<file path="src/rtl/mem_burst_arbiter.sv">
// mem_burst_arbiter: shares the single main-memory port between I-cache line
// refills and D-cache line refills/writebacks. The owner of each grant gets one
// full burst of WORDS_PER_LINE sequential words. Ties alternate between I and D.
module mem_burst_arbiter #(
    parameter int unsigned WORDS_PER_LINE = 8,
    parameter int unsigned ADDR_W         = 32
) (
    input  logic                              MEM_CLK,
    input  logic                              RST,
    input  logic                              i_req,
    input  logic [ADDR_W-1:0]                 i_addr,
    input  logic                              d_req,
    input  logic                              d_we,
    input  logic [ADDR_W-1:0]                 d_addr,
    input  logic [31:0]                       d_wdata,
    output logic                              i_gnt,
    output logic                              d_gnt,
    output logic [$clog2(WORDS_PER_LINE)-1:0] beat,
    output logic [31:0]                       rd_data,
    output logic                              rd_valid,
    output logic                              done_i,
    output logic                              done_d,
    output logic                              busy,
    output logic                              mm_re,
    output logic                              mm_we,
    output logic [ADDR_W-1:0]                 mm_addr,
    output logic [31:0]                       mm_din,
    input  logic [31:0]                       mm_dout,
    input  logic                              mm_valid,
    output logic                              mm_rst
);

    localparam int unsigned BEAT_W = $clog2(WORDS_PER_LINE);
    localparam logic [BEAT_W-1:0] LAST_BEAT = BEAT_W'(WORDS_PER_LINE - 1);
    // Clears the word index and byte offset so the burst starts at the line base.
    localparam logic [ADDR_W-1:0] BASE_MASK = {ADDR_W{1'b1}} << (BEAT_W + 2);

    typedef enum logic [1:0] {
        S_IDLE,
        S_XFER,
        S_RECOVER,
        S_DONE
    } state_e;

    typedef enum logic {
        OWN_I,
        OWN_D
    } owner_e;

    state_e              state_q, state_d;
    owner_e              owner_q, owner_d;
    owner_e              last_q,  last_d;
    logic                op_wr_q, op_wr_d;
    logic [ADDR_W-1:0]   base_q,  base_d;
    logic [BEAT_W-1:0]   beat_q,  beat_d;

    // Next-state logic: arbitration in IDLE, beat sequencing through XFER/RECOVER.
    always_comb begin
        state_d = state_q;
        owner_d = owner_q;
        last_d  = last_q;
        op_wr_d = op_wr_q;
        base_d  = base_q;
        beat_d  = beat_q;
        unique case (state_q)
            S_IDLE: begin
                if (i_req || d_req) begin
                    // I wins when alone, or on a tie when D was granted last.
                    if (i_req && (!d_req || last_q == OWN_D)) begin
                        owner_d = OWN_I;
                        op_wr_d = 1'b0;
                        base_d  = i_addr & BASE_MASK;
                    end else begin
                        owner_d = OWN_D;
                        op_wr_d = d_we;
                        base_d  = d_addr & BASE_MASK;
                    end
                    beat_d  = '0;
                    state_d = S_XFER;
                end
            end
            S_XFER: begin
                if (mm_valid) begin
                    state_d = S_RECOVER;
                end
            end
            S_RECOVER: begin
                if (beat_q == LAST_BEAT) begin
                    state_d = S_DONE;
                end else begin
                    beat_d  = beat_q + BEAT_W'(1);
                    state_d = S_XFER;
                end
            end
            S_DONE: begin
                last_d  = owner_q;
                state_d = S_IDLE;
            end
            default: begin
                state_d = S_IDLE;
            end
        endcase
    end

    // State registers with synchronous active-low reset; last grant resets to D.
    always_ff @(posedge MEM_CLK) begin
        if (!RST) begin
            state_q <= S_IDLE;
            owner_q <= OWN_I;
            last_q  <= OWN_D;
            op_wr_q <= 1'b0;
            base_q  <= '0;
            beat_q  <= '0;
        end else begin
            state_q <= state_d;
            owner_q <= owner_d;
            last_q  <= last_d;
            op_wr_q <= op_wr_d;
            base_q  <= base_d;
            beat_q  <= beat_d;
        end
    end

    // Outputs decoded from registered state only; the read strobe and write data
    // are the two paths that must follow the memory/requester in the same cycle.
    always_comb begin
        busy     = (state_q != S_IDLE);
        i_gnt    = busy && (owner_q == OWN_I);
        d_gnt    = busy && (owner_q == OWN_D);
        beat     = beat_q;
        mm_re    = (state_q == S_XFER) && !op_wr_q;
        mm_we    = (state_q == S_XFER) &&  op_wr_q;
        mm_rst   = (state_q == S_RECOVER);
        done_i   = (state_q == S_DONE) && (owner_q == OWN_I);
        done_d   = (state_q == S_DONE) && (owner_q == OWN_D);
        mm_addr  = base_q | ADDR_W'({beat_q, 2'b00});
        mm_din   = mm_we ? d_wdata : '0;
        rd_valid = mm_re && mm_valid;
        rd_data  = rd_valid ? mm_dout : '0;
    end

endmodule

</file>
<file path="config.mk">
export PLATFORM = sky130hd
export DESIGN_NAME = mem_burst_arbiter
export DESIGN_NICKNAME = d
export VERILOG_FILES = /design/src/rtl/mem_burst_arbiter.sv
export SDC_FILE = /design/constraint.sdc
export NUM_CORES = 1
export LEC_CHECK = 0
export ABC_AREA = 0
export CORE_AREA = 2 2 93 95
export DETAILED_ROUTE_END_ITERATION = 6
export DIE_AREA = 0 0 95 97
export PLACE_DENSITY = 0.79
export SLEW_MARGIN = 10
export SYNTH_ARGS = -nofsm -noshare
export SYNTH_HDL_FRONTEND = slang
export SYNTH_SLANG_ARGS = --single-unit
export TNS_END_PERCENT = 5
</file>
<file path="constraint.sdc">
create_clock -name MEM_CLK -period 3.9 [get_ports MEM_CLK]
set_clock_uncertainty 0.15 [all_clocks]
set_input_delay 0.78 -clock MEM_CLK [delete_from_list [all_inputs] [get_ports MEM_CLK]]
set_output_delay 0.78 -clock MEM_CLK [all_outputs]
set_load 0.03 [all_outputs]
</file>
# Yosys cells after proc, flatten, opt, wreduce, memory -nomap -nowiden
# Index checks and enable logic that the tools add are counted.
# totals
regBits,40
wordCells,46
out_inout_bits,108
inputBits,134
# classes
mux,12
reduce_logical,18
addsub,1
bitwise_logic,2
n_eq_ne,7
# op_table
cell,n
$mux W32,3
$or A32 B5 Y32,1
$logic_and A1 B1 Y1,8
$pmux W2 S4,1
$mux W2,3
$mux W3,2
$ne A2 B2 Y1 const B,3
$pmux W3 S2,1
$eq A2 B2 Y1 const B,2
$reduce_and A2 Y1,2
$reduce_bool A2 Y1,2
$add A3 B1 Y3 const B,1
$eq A3 B3 Y1 const B,1
$reduce_and A3 Y1,1
$eq A2 B1 Y1 const B,1
$logic_not A1 Y1,2
$logic_not A2 Y1,1
$logic_or A1 B1 Y1,2
$mux W1,2
$not A1 Y1,1

# Logic depth before layout (Yosys ltp)
# depth
ltp_word,4
depth_mapped,5
depth_no_buf,5

# Worst setup path after synthesis
# OpenSTA, ideal clock, no wires.
# synth_path
path_kind,register -> output
startpoint,reg state_q[0]
endpoint,out rd_data[23]
path_stages_with_launch,4
arrival_ns,1.362
required_time_ns,2.970
n_path_buf,1
path_slack_ns,1.608
cell_sequence,dfxtp_1 nor3b_4 buf_2 and3_1
# synth_via
elab_chain_cells,4
# synth_rtl
element,line_no,source
"start, declared",50,"state_e state_q, state_d;"
"start signal, assigned",115,state_q <= state_d;
$eq A2 B1 Y1,131,mm_re = (state_q == S_XFER) && !op_wr_q;
$logic_and A1 B1 Y1,131,
net mm_re,24,"output logic mm_re,"
$logic_and A1 B1 Y1,138,rd_valid = mm_re && mm_valid;
$mux W32,139,rd_data = rd_valid ? mm_dout : '0;
"end, declared",19,"output logic [31:0] rd_data,"
# The timed path passes the listed nets, and every way through them passes these cells.

# Worst setup path in the final report
# layout_path
startpoint,reg state_q[0]
endpoint,out mm_din[10]
# layout_via
elab_chain_cells,3
# layout_rtl
element,line_no,source
$eq A2 B1 Y1,132,mm_we = (state_q == S_XFER) && op_wr_q;
$logic_and A1 B1 Y1,132,
$mux W32,137,mm_din = mm_we ? d_wdata : '0;
"end, declared",27,"output logic [31:0] mm_din,"
# No other way between the ends.

==> run summary <==
Vert. Die Dim - 97 um
setup TNS - 0 ps
Die X - 95 um
Power, Total - 1.27 mW
total CTS buffers - 5
Max Clk Rate - 293 MHz
CTS max path bufs - 2
commonest non-fill, non-tap cell in the layout - clkdlybuf4s50_1
worst hold path type - flop to flop
minimum clock period - 3420 ps
placed insts - 589
Post-Syn Area - 2480 um2
most frequent cells in the layout - clkdlybuf4s50_1 (228), and3_1 (53), dfxtp_1 (35)
CP required - 2970 ps
Clock Pin Slew Worst Setup and Hold Paths - 70 ps
Vias - 2986
power density over the cells - 262 nW/um2
Worst-Margin Slew - 903 ps
Finished Core Util - 59.4%
top cells by area, synth - dfxtp_1 (28%), and3_1 (13%), o311a_1 (11%)
Cell Count, Final, Fillers Out - 597
slew margin rel. - 39.8%
drt total wl - 10600 um
Post-CTS Resized - 0
Mapped Cells - 286
largest delay contributor family on the critical path - simple AND/OR/NAND/NOR gates
Post-Syn Area per Cell - 8.69 um2
largest area contributor in the netlist - dfxtp_1
dpl hpwl - 7990 um
1st-iter DRT viols - 123
die footprint - 9220 um2
diodes inserted - 0
Pins Over Slew Limit - 0
Global Route Usage Sum - 21.6%
vias in the first global route - 2986
H-Tree Depth - 2
count of final setup violators - 0
Residual DRC - 0
Startpoint Class - flop
clk_lat worst skew - 280 ps
post-DR vias/cell - 5.00
IO Pins - 242
post-route cell area - 4830 um2
hold_buf cts - 0
final hold vios - 0
critical path cell sequence - and3b_1 > and2_1 > clkdlybuf4s50_1
status - finished, final reports clean
Critical Path AT - 2490 ps
Starting Density - 30.5%
largest net degree at the start of global routing - 57
drt wl/cell - 17.8 um
Rows - 33
core box area - 8130 um2
RSZ-0062 raised after global routing - no
share of the synthesized area in the top cell type - 28.2%
Worst Setup Slack, final - 482 ps
post-synthesis sequential area ratio - 28.2%
share of layout cells above drive strength 1 - 6.10%
FF+latch count, synth - 35
Worst VDD drop - 0.000220 V
Layout area overhead - 94.3%
kind of end point of the critical path - output pin
Sink Count - 35
Leak Pwr - 2.04 nW
Worst Hold Slack - 324 ps
nets - 627
total global routing overflow - 0
TritonCTS clock tree - yes
Initial DRT Pass Iterations - 5
PortBufs - 229
Routed Antenna Nets - 0
Setup WS pre-CTS - 549 ps
period utilization - 87.6%
Syn. warnings - 0
Max-cap violations - 0
first-pass GRT wire length - 15600 um
critical path peak fanout - 33
RD Place Congestion - 0.765
CP max-delay cell - and3b_1
initial antenna violation count - 0
Placement Cell Area - 4720 um2
clock root cell - clkbuf_8
largest stage delay on the critical path - 760 ps
Yosys cell types - 33
Post CTS Setup Buffer Count - 0
Buf+Inv Stages, Crit Path - 1
CP Class - flop to output pin
==> path summary, 6_finish.rpt <==
| kind | startpoint | to | slack (ps) | cells after the start |
|---|---|---|---|---|
| worst max-delay path | state_q[0] | mm_din[10] | 480 | 3 |
| worst min register to register | last_q | last_q | 320 | 2 |
| worst max register to register | last_q | base_q[8] | 1950 | 3 |
| worst min-delay path | last_q | last_q | 320 | 2 |
==> flip-flops by register name, summed over array words and instances, names as in the netlist <==
| register | cells |
|---|---|
| base_q | 27 |
| beat | 3 |
| last_q | 1 |
| op_wr_q | 1 |
| owner_q | 1 |
| state_q | 2 |
==> report_power, final <==
group	switching, mW	total (mW)	internal, mW
logic	0.253	0.528	0.275
clock network	0.136	0.326	0.190
registers	0.0201	0.411	0.391
==> per-layer routing <==
metal | vias up | part of all wire (%) | wire length (um) | GRT usage (%)
met5 | - | 0 | 0 | 0
met4 | 0 | 1.3 | 137 | 5.02
met3 | 12 | 9.6 | 1020 | 6.78
met2 | 135 | 51 | 5380 | 39.6
met1 | 1383 | 38 | 4090 | 23.7
li1 | 1456 | - | - | -
==> worst min-delay path: cells and delay by family, from the launching register on <==
kind	cells	cell delay (ps)
compound gates	1	60
flops	1	330
simple gates	1	50
==> cells by family (layout without fill, tap and decap cells) <==
logic type,Yosys count,in the layout,share of synthesized area (%)
and+or+nand+nor,116,116,29.3
other,1,2,0.151
AOI/OAI and AO/OA,93,93,31.6
adders and majority gates,2,2,1.01
buffers and inverters,39,244,9.77
DFF,35,35,28.2
==> cell type report <==
type	count	area (um2)
clock buffer	5	68.8
clock inverter	3	43.8
fill	722	3310
inverter	1	3.75
multi-input combinational	213	1550
sequential	35	701
tap	105	131
timing repair buffer	235	2330
==> synthesized netlist by cell type <==
cell,count
and3_1,53
dfxtp_1,35
and2_1,34
a21boi_0,28
o311a_1,28
o21bai_1,27
buf_2,13
clkbuf_1,11
nand2_1,9
and3_2,7
buf_4,7
buf_6,6
nor2_1,4
o22ai_1,3
ha_1,2
o21ai_2,2
a2111oi_4,1
a21oi_1,1
a31o_1,1
and3b_1,1
conb_1,1
dlymetal6s2s_1,1
inv_2,1
nand2b_1,1
nand2b_2,1
nand3_1,1
nand3b_1,1
nor2_4,1
nor2b_1,1
nor3b_4,1
o211a_1,1
o21ai_0,1
or3b_1,1
No activity file was read; power rests on OpenSTA's default activity.
